$ cat src/rtl/byte_packer.sv
// byte_packer: packs an 8-bit valid/ready byte stream little-endian into
// LANES-byte words. The output word carries a per-byte keep mask and a last flag.
// A word closes when it is full, or early when the input marks a packet end.
// Optional feature: define BYTE_PACKER_PARITY_EN to add m_parity_o, which gives
// even parity per kept byte and is registered alongside m_data_o.
module byte_packer #(
  parameter int LANES = 4
) (
  input  logic               clk,
  input  logic               reset,
  input  logic               s_valid_i,
  input  logic [7:0]         s_data_i,
  input  logic               s_last_i,
  output logic               s_ready_o,
  output logic               m_valid_o,
  output logic [8*LANES-1:0] m_data_o,
  output logic [LANES-1:0]   m_keep_o,
  output logic               m_last_o,
`ifdef BYTE_PACKER_PARITY_EN
  output logic [LANES-1:0]   m_parity_o,
`endif
  input  logic               m_ready_i
);

  localparam int CW = $clog2(LANES);

  typedef enum logic {EMPTY, PARTIAL} state_t;

  state_t             state_q, state_d;
  logic [CW-1:0]      cnt_q, cnt_d;
  logic [8*LANES-1:0] acc_q, acc_d;
  logic [LANES-1:0]   mask_q, mask_d;
  logic               m_valid_q, m_valid_d;
  logic [8*LANES-1:0] m_data_q, m_data_d;
  logic [LANES-1:0]   m_keep_q, m_keep_d;
  logic               m_last_q, m_last_d;

  logic               in_acc;
  logic               close;
  logic [8*LANES-1:0] word;
  logic [LANES-1:0]   keep_new;

`ifdef BYTE_PACKER_PARITY_EN
  logic [LANES-1:0]   m_parity_q, m_parity_d;

  // Even parity of each byte lane; lanes outside the keep mask report 0.
  function automatic logic [LANES-1:0] lane_parity(input logic [8*LANES-1:0] w,
                                                   input logic [LANES-1:0]   k);
    logic [LANES-1:0] p;
    p = '0;
    for (int i = 0; i < LANES; i++) p[i] = k[i] & (^w[8*i +: 8]);
    return p;
  endfunction
`endif

  // Handshake, word assembly, next-state and output-register next values.
  always_comb begin
    s_ready_o = !m_valid_q || m_ready_i;
    in_acc    = s_valid_i && s_ready_o;
    close     = in_acc && ((cnt_q == CW'(LANES - 1)) || s_last_i);

    // In EMPTY the accumulator is already clear; start from zero explicitly.
    word      = (state_q == EMPTY) ? '0 : acc_q;
    word[8*int'(cnt_q) +: 8] = s_data_i;
    keep_new  = ((state_q == EMPTY) ? '0 : mask_q) | (LANES'(1) << cnt_q);

    state_d   = state_q;
    cnt_d     = cnt_q;
    acc_d     = acc_q;
    mask_d    = mask_q;
    m_valid_d = m_valid_q;
    m_data_d  = m_data_q;
    m_keep_d  = m_keep_q;
    m_last_d  = m_last_q;
`ifdef BYTE_PACKER_PARITY_EN
    m_parity_d = m_parity_q;
`endif

    if (in_acc) begin
      if (close) begin
        state_d = EMPTY;
        cnt_d   = '0;
        acc_d   = '0;
        mask_d  = '0;
      end else begin
        state_d = PARTIAL;
        cnt_d   = cnt_q + CW'(1);
        acc_d   = word;
        mask_d  = keep_new;
      end
    end

    // A closing byte reloads the output register even while the previous
    // word is being taken, so back-to-back words have no bubble.
    if (close) begin
      m_valid_d = 1'b1;
      m_data_d  = word;
      m_keep_d  = keep_new;
      m_last_d  = s_last_i;
`ifdef BYTE_PACKER_PARITY_EN
      m_parity_d = lane_parity(word, keep_new);
`endif
    end else if (m_valid_q && m_ready_i) begin
      m_valid_d = 1'b0;
    end
  end

  // State, accumulator and output registers; reset discards everything.
  always_ff @(posedge clk or posedge reset) begin
    if (reset) begin
      state_q   <= EMPTY;
      cnt_q     <= '0;
      acc_q     <= '0;
      mask_q    <= '0;
      m_valid_q <= 1'b0;
      m_data_q  <= '0;
      m_keep_q  <= '0;
      m_last_q  <= 1'b0;
`ifdef BYTE_PACKER_PARITY_EN
      m_parity_q <= '0;
`endif
    end else begin
      state_q   <= state_d;
      cnt_q     <= cnt_d;
      acc_q     <= acc_d;
      mask_q    <= mask_d;
      m_valid_q <= m_valid_d;
      m_data_q  <= m_data_d;
      m_keep_q  <= m_keep_d;
      m_last_q  <= m_last_d;
`ifdef BYTE_PACKER_PARITY_EN
      m_parity_q <= m_parity_d;
`endif
    end
  end

  assign m_valid_o = m_valid_q;
  assign m_data_o  = m_data_q;
  assign m_keep_o  = m_keep_q;
  assign m_last_o  = m_last_q;
`ifdef BYTE_PACKER_PARITY_EN
  assign m_parity_o = m_parity_q;
`endif

endmodule

$ cat config.mk
export PLATFORM = sky130hd
export DESIGN_NAME = byte_packer
export DESIGN_NICKNAME = d
export VERILOG_FILES = /design/src/rtl/byte_packer.sv
export SDC_FILE = /design/constraint.sdc
export NUM_CORES = 1
export LEC_CHECK = 0
export ABC_AREA = 1
export ABC_CLOCK_PERIOD_IN_PS = 6510
export BUFFER_PORTS_ARGS = -buffer_cell sky130_fd_sc_hd__buf_2
export CORE_UTILIZATION = 35
export DETAILED_ROUTE_END_ITERATION = 6
export HOLD_SLACK_MARGIN = 0.06
export PLACE_DENSITY = 0.53
export RECOVER_POWER = 25
export SYNTH_ARGS = -nofsm -noshare
export SYNTH_HDL_FRONTEND = slang
export SYNTH_SLANG_ARGS = --single-unit
export TNS_END_PERCENT = 50
$ cat constraint.sdc
create_clock -name clk -period 6.51 [get_ports clk]
set_input_delay 1.302 -clock clk [delete_from_list [all_inputs] [get_ports clk]]
set_output_delay 1.302 -clock clk [all_outputs]
set_load 0.01 [all_outputs]
# --- Word level (Yosys, flattened, before mapping) ---
# Cells that the tools add are included.
classes:
  shifts: 3
  bitwise: 1
  n_mux: 9
  n_reduce_logical: 7
  n_eq_ne: 1
  n_addsub: 2
op_table:
  columns: ["op", "n"]
  rows:
  - ["2-to-1 mux 32 bit", 2]
  - ["negator 5 -> 33 bit", 1]
  - ["variable shift 8 x 33 -> 32 bit (first input constant)", 1]
  - ["variable part select 8 x 33 -> 32 bit", 1]
  - ["bitwise mux 32 bit", 1]
  - ["2-to-1 mux 4 bit", 2]
  - ["OR 4 bit", 1]
  - ["<< shifter 1 x 2 -> 4 bit (first input constant)", 1]
  - ["logical AND 1 bit", 3]
  - ["2-to-1 mux 1 bit", 3]
  - ["adder 2 x 1 -> 2 bit (second input constant)", 1]
  - ["equality test 2 bit (second input constant)", 1]
  - ["logical OR 1 bit", 2]
  - ["2-to-1 mux 2 bit", 1]
  - ["nonzero test 2 bit", 1]
  - ["zero test 1 bit", 1]
totals:
  output_inout_bits: 39
  elab_cells: 31
  ff_bits: 77
  inputBits: 13

# --- Depth between registers and ports, before layout ---
# Gate-level depths: netlist of the first run.
logic_depth:
  ltp_word: 5
  mapped_depth: 10
  depth_no_buf: 9

# --- Least setup slack after synthesis of the first run ---
# Ideal clock, no wire load.
synth_path:
  path_type: "input-to-output"
  from: "input m_ready_i"
  to: "output s_ready_o"
  setup_slack_ns: 3.769
  arrival_ns: 1.439
  stages: 2
  path_buffers: 0
  path_cell_list: "inv_1 nand2_4"
synth_between:
  elab_chain_len: 1
synth_lines:
  columns: ["element", "line_no", "source"]
  rows:
  - ["start, declared", "22", "input logic m_ready_i"]
  - ["logical OR 1 bit", "58", "s_ready_o = !m_valid_q || m_ready_i;"]
  - ["end, declared", "14", "output logic s_ready_o,"]
# Every way passes these cells.

# --- Worst setup path in the final report of the first run ---
layout_path:
  from: "input m_ready_i"
  to: "register mask_q[1]"
layout_between:
  elab_chain_len: 4
layout_lines:
  columns: ["element", "line_no", "source"]
  rows:
  - ["logical OR 1 bit *", "58", null]
  - ["logical AND 1 bit *", "59", "in_acc = s_valid_i && s_ready_o;"]
  - ["logical AND 1 bit", "60", "close = in_acc && ((cnt_q == CW'(LANES - 1)) || s_last_i);"]
  - ["2-to-1 mux 4 bit", "80", "if (close) begin"]
  - ["end signal, assigned", "126", "mask_q <= mask_d;"]
  - ["end, declared", "32", "logic [LANES-1:0] mask_q, mask_d;"]
# Every way passes the cells marked *; elsewhere a longest branch is shown, timed or not.
# A chain may end at the register's enable or synchronous reset.

==> results.cfg, run 1 <==
[logic_synthesis]
synth_async_sr_flop_share_pct = 100
synthDominantAreaCellType = sky130_fd_sc_hd__dfrtp_1
synth-edff-count = 0
synth.lib_cells_used.distinct = 19
flops_latches_synth = 77
yosys_most_used_dff = sky130_fd_sc_hd__dfrtp_1
synthesis.area_per_instance_um2 = 7.60
synth-seq-area-share_pct = 52.8
gate_count_post_synth = 480
yosys.area.top_type_share_pct = 52.8
synth_area_leaders = sky130_fd_sc_hd__dfrtp_1, sky130_fd_sc_hd__nand2_1, sky130_fd_sc_hd__ha_1
synth_fp_nets = 499
synth.cell_area_um2 = 3650
yosysWarnings = 0

[timing]
max_slew.worst_pin.slew_ps = 1390
final_cycle_utilization_of_the_critical_path_pct = 50.7
slew_violations = 0
max_slew_margin_pct = 7.15
fmaxAchievable_mhz = 303
setup_tns_ps = 0
grt_setup_unrepaired = no
final-setup-viol-count = 0
period_minus_slack_ps = 3300
fin_worst_skew_ps = 7.68
timing_hold_violations_final = 0
final.hold.worst_slack_ps = 476

[global_routing]
grt_start_max_net_pins = 78
first_global_vias = 2801
globalRoute.totalOverflow = 0
grt_first_pass_wirelength_um = 14500
grt_use_total_pct = 16.9
grt_antenna_before_repair = 0

[clock_network]
post-cts-setup-buffers = 0
tritoncts_num_sinks = 77
clock_insertion_delay_worst_skew_ps = 360
path_clk_slew_ps = 80
tritoncts = yes
cts-resized-gates = 0
cts-buffers-inserted = 9
ctsLongestPathBuffers = 2
ctsRootBufferMaster = sky130_fd_sc_hd__clkbuf_8
cts_hold_repair.buffers = 0
clock_tree.htree_level_count = 3

[critical_path]
timing.critical_path.arrival_ps = 3580
crit_path_end_kind = register
startpoint = m_ready_i
crit-reg2reg-launch = m_valid_o$_DFFE_PP0P_
worstPathMaxFanout = 37
ff2ff_path_depth = 5
r2r-end = mask_q[1]$_DFFE_PP0P_
worst-r2r-setup-slack_ps = 3840
path_class = primary input to register
cp-endpoint = mask_q[1]$_DFFE_PP0P_
worst-endpoint-required_ps = 6790
crit_path_start_kind = primary input

[layout]
design.final.nets = 546
layout-area-overhead-vs-synth_pct = 14.3
antenna_cells_inserted = 0
share_of_final_layout_standard_cells_stronger_than_drive_strength_1_pct = 15.2
mostFrequentLayoutCell = sky130_fd_sc_hd__nand2_1
layout.cells.most_common_list = sky130_fd_sc_hd__nand2_1, sky130_fd_sc_hd__dfrtp_1, sky130_fd_sc_hd__buf_2, sky130_fd_sc_hd__inv_1, sky130_fd_sc_hd__nor2_1

[placement]
placement.io_buffers = 51
gp_congestion = 0.831
post-dp-hpwl_um = 5520

[status]
run_status = complete, no violations

[floorplan]
num_io_pins = 52
floorplan.die.width_um = 104
die_h_um = 104
coreArea_um2 = 9950
dieArea_um2 = 10800
rows = 36
initial_utilization_pct = 36.6

[power]
vdd_drop_max_mv = 0.0893
powerDensity_nw_per_um2 = 281
power.leakage_nw = 2.52
report.power.total_mw = 1.17

[detailed_routing]
num_vias = 3001
drtAntennaViolNets = 0
drc_errors = 0
detailed_router_s_first_iteration_violation_count = 215
wl_per_cell_um = 12.6
vias_per_std_cell = 4.51
routed_wl_um = 8370
detailedRoute.firstPassIterationCount = 4

[worst_hold_path]
path_type_of_the_worst_min_delay_path = register to register

[job]
drv_cap = 0
==> cell usage after synthesis, types with 2 or more instances <==
| cell | n |
|---|---|
| sky130_fd_sc_hd__a21oi_1 | 2 |
| sky130_fd_sc_hd__buf_2 | 5 |
| sky130_fd_sc_hd__buf_4 | 3 |
| sky130_fd_sc_hd__buf_6 | 5 |
| sky130_fd_sc_hd__clkbuf_1 | 3 |
| sky130_fd_sc_hd__dfrtp_1 | 77 |
| sky130_fd_sc_hd__ha_1 | 6 |
| sky130_fd_sc_hd__inv_1 | 20 |
| sky130_fd_sc_hd__inv_2 | 2 |
| sky130_fd_sc_hd__inv_4 | 2 |
| sky130_fd_sc_hd__nand2_1 | 302 |
| sky130_fd_sc_hd__nand2_4 | 3 |
| sky130_fd_sc_hd__nand3_1 | 8 |
| sky130_fd_sc_hd__nand4_1 | 8 |
| sky130_fd_sc_hd__nor2_1 | 16 |
| sky130_fd_sc_hd__nor2_2 | 7 |
| sky130_fd_sc_hd__o21ai_0 | 9 |
==> report_power, final <==
part           leakage (nW)  switching, mW  internal (mW)
clock network         0.110          0.183          0.216
logic                  1.35          0.170         0.0661
registers              1.06         0.0213          0.516
total                  2.52          0.374          0.798
==> critical path: stages <==
cell and delay [ps]:
sky130_fd_sc_hd__buf_2 70, sky130_fd_sc_hd__inv_1 50, sky130_fd_sc_hd__nand2_4 60, sky130_fd_sc_hd__nand2_1 790, sky130_fd_sc_hd__nor2_4 1080, sky130_fd_sc_hd__nand2_1 100, sky130_fd_sc_hd__o21ai_0 120
==> metrics by stage <==
step | instances | cell area, um^2 | utilization (%) | setup WS, ps
after floorplan | 480 | 3650 | - | 3240
after global placement | 649 | 3960 | 39.8 | 3540
after detailed placement | 649 | 3960 | 39.8 | 3520
after CTS | 665 | 4180 | 42.0 | 3530
after global routing | 665 | 4170 | 41.9 | 2960
final | 665 | 4170 | 41.9 | 3210
==> layout make-up <==
type,count,area (um^2)
flip-flops and latches,77,1930
repair buffers,52,263
multi-input cells,363,1500
inverters,24,95.1
fillers,1056,5790
clock buffers,10,128
well taps,133,166
clock inverters,6,87.6
==> kinds of logic (layout without fill, tap and decap cells) <==
kind of cell,after synthesis,after routing,share of synthesized area (%)
adders and majority gates,6,6,2.06
buffers and inverters,40,92,5.76
DFF,77,77,52.8
AOI/OAI and AO/OA,12,12,1.72
and+or+nand+nor,345,345,37.6
==> sequential cells by signal, indices dropped and copies added, names as in the netlist <==
name,count
state_q,1
m_last_o,1
m_data_o,32
acc_q,32
mask_q,4
cnt_q,2
m_keep_o,4
m_valid_o,1
==> how the worst min path moves through the flow <==
stage	from	to	slack (ps)	cells past startpoint
after floorplan	acc_q[0]$_DFFE_PP0P_	acc_q[0]$_DFFE_PP0P_	450	2
after global routing	m_data_o[26]$_DFFE_PP0P_	m_data_o[26]$_DFFE_PP0P_	490	2
after global placement	m_last_o$_DFFE_PP0P_	m_last_o$_DFFE_PP0P_	450	2
final	m_data_o[1]$_DFFE_PP0P_	m_data_o[1]$_DFFE_PP0P_	480	2
after CTS	m_last_o$_DFFE_PP0P_	m_last_o$_DFFE_PP0P_	480	2
after detailed placement	m_last_o$_DFFE_PP0P_	m_last_o$_DFFE_PP0P_	460	2
==> metal layers <==
layer,up-vias,global-route usage (%),part of all wire [%]
met1,1382,23.8,49
met2,63,24.9,45
met5,-,0,0
met3,14,3.95,3.8
li1,1542,-,-
met4,0,7.24,1.9
No activity file was read; power rests on OpenSTA's default activity.
==> run 2: changes to the inputs <==
- ABC_CLOCK_PERIOD_IN_PS: 6510 -> 3350
- clock period: 6.51 -> 3.35 ns (I/O delays scaled with it)
==> run 2 against run 1 <==
  * Worst setup slack worse by 2400 ps
  * Highest routed layer unchanged
  * Hold slack better by 2.3 ps
  * Routed wire length down 2.1%
  * Total power up 100%
==> results.cfg, run 2 (same netlist as run 1, synthesis figures left out) <==
[detailed_routing]
wl_per_cell_um = 12.3
num_vias = 2990
routed_wl_um = 8200
detailed_router_s_first_iteration_violation_count = 214
detailedRoute.firstPassIterationCount = 4
drtAntennaViolNets = 0
vias_per_std_cell = 4.49
drc_errors = 0

[global_routing]
grt_start_max_net_pins = 41
globalRoute.totalOverflow = 0
first_global_vias = 2970
grt_antenna_before_repair = 0
grt_first_pass_wirelength_um = 14500
grt_use_total_pct = 16.7

[layout]
final_area_um2 = 4210
multiInputGateArea_um2 = 1500
layout-area-overhead-vs-synth_pct = 15.3
antenna_cells_inserted = 0
design.final.nets = 547
ff_latch_area_um2 = 1930
layout.cells.most_common_list = sky130_fd_sc_hd__nand2_1, sky130_fd_sc_hd__dfrtp_1, sky130_fd_sc_hd__buf_2, sky130_fd_sc_hd__inv_1, sky130_fd_sc_hd__nor2_1
mostFrequentLayoutCell = sky130_fd_sc_hd__nand2_1
share_of_final_layout_standard_cells_stronger_than_drive_strength_1_pct = 15.4
fill_cells = 1032

[critical_path]
worst-endpoint-required_ps = 3610
crit_path_end_kind = register
crit_path_start_kind = primary input
critical-path-max-stage-delay_ps = 1040
timing.critical_path.arrival_ps = 2840
timing.critical_path.cells = buf_2, inv_1, nand2_4, nand2_1, nor2_4, nand2_1, o21ai_0
path_class = primary input to register
crit_path_top_delay_cell = sky130_fd_sc_hd__nor2_4
cpMostUsedCell = sky130_fd_sc_hd__nand2_1
worstPathMaxFanout = 37

[power]
internal-power_mw = 1.64
clkPwrFrac_pct = 36.4
seqPwrFrac_pct = 44.3
powerDensity_nw_per_um2 = 561
power.switching_fraction_pct = 30.3
power_dissipated_by_switching_net_loads_uw = 715
power.combinational.fraction_pct = 19.3
power.leakage_nw = 2.53
vdd_drop_max_mv = 0.272

[floorplan]
floorplan.die.width_um = 104
initial_utilization_pct = 36.6
dieArea_um2 = 10800
coreArea_um2 = 9950
num_io_pins = 52
die_h_um = 104
rows = 36

[status]
run_status = complete, no violations

[timing]
timing_hold_violations_final = 0
slew_violations = 0
max_slew.worst_pin.slew_ps = 1320
fin_worst_skew_ps = 8.97
period_minus_slack_ps = 2580
final-setup-viol-count = 0
fmaxAchievable_mhz = 387
final.hold.worst_slack_ps = 479
timing.final.ws_setup_ps = 767
max_slew_margin_pct = 12.1
grt_setup_unrepaired = no
final_cycle_utilization_of_the_critical_path_pct = 77.1
setup_tns_ps = 0

[clock_network]
clock_insertion_delay_worst_skew_ps = 350
cts-resized-gates = 0
tritoncts = yes
path_clk_slew_ps = 80
cts-buffers-inserted = 9
ctsLongestPathBuffers = 2
cts_hold_repair.buffers = 0
ctsRootBufferMaster = sky130_fd_sc_hd__clkbuf_8
tritoncts_num_sinks = 77
clock_tree.htree_level_count = 3
post-cts-setup-buffers = 0

[worst_hold_path]
path_type_of_the_worst_min_delay_path = register to register

[job]
drv_cap = 0

[placement]
gp_congestion = 0.892
placement.io_buffers = 51
placedInstanceArea_um2 = 3970
post-dp-hpwl_um = 5670
placement.setup.worst_slack_ps = 1010
[run 2: power by group through the flow]
stage | clock network [mW] | registers, mW | logic (mW)
floorplan | 0 | 1.08 | 0.318
global placement | 0 | 1.06 | 0.460
detailed placement | 0 | 1.06 | 0.461
CTS | 0.891 | 1.05 | 0.463
global route | 0.932 | 1.05 | 0.525
finish | 0.859 | 1.04 | 0.456
[run 2: path summary, 6_finish.rpt]
kind / from / end / slack [ps] / cells past startpoint
worst min-delay path: m_data_o[1]$_DFFE_PP0P_ / m_data_o[1]$_DFFE_PP0P_ / 480 / 2
worst max-delay path: m_ready_i / mask_q[0]$_DFFE_PP0P_ / 770 / 7
min in group asynchronous: reset / m_data_o[18]$_DFFE_PP0P_ / 670 / 2
max in group asynchronous: reset / acc_q[3]$_DFFE_PP0P_ / 940 / 3
worst min register to register: m_data_o[1]$_DFFE_PP0P_ / m_data_o[1]$_DFFE_PP0P_ / 480 / 2
worst max register to register: m_valid_o$_DFFE_PP0P_ / mask_q[0]$_DFFE_PP0P_ / 780 / 5
[run 2: final cells by class]
class	instances	area share, %
Sequential cell	77	45.8
Multi-Input combinational cell	363	35.7
Timing Repair Buffer	53	6.34
Tap cell	133	3.96
Clock buffer	10	3.27
Clock inverter	6	2.62
Inverter	24	2.26
[run 2: critical path: cells and delay by family]
kind	cells	cell delay [ps]
simple gates	4	1910
buf+inv	2	130
compound gates	1	120
[run 2: stage by stage]
step,utilization (%),power [mW],instances
floorplan,-,1.40,480
global placement,39.9,1.52,650
detailed placement,39.9,1.52,650
CTS,42.4,2.40,666
global route,42.2,2.51,666
finish,42.2,2.36,666
[run 2: metal layers]
| layer | GRT usage (%) | vias up | share of wire (%) | wire length (um) |
|---|---|---|---|---|
| met4 | 6.43 | 0 | 1.3 | 106 |
| met2 | 26.6 | 61 | 46 | 3750 |
| met5 | 0 | - | 0 | 0 |
| met3 | 3.07 | 10 | 3.8 | 311 |
| met1 | 22.5 | 1369 | 49 | 4030 |
| li1 | - | 1550 | - | - |
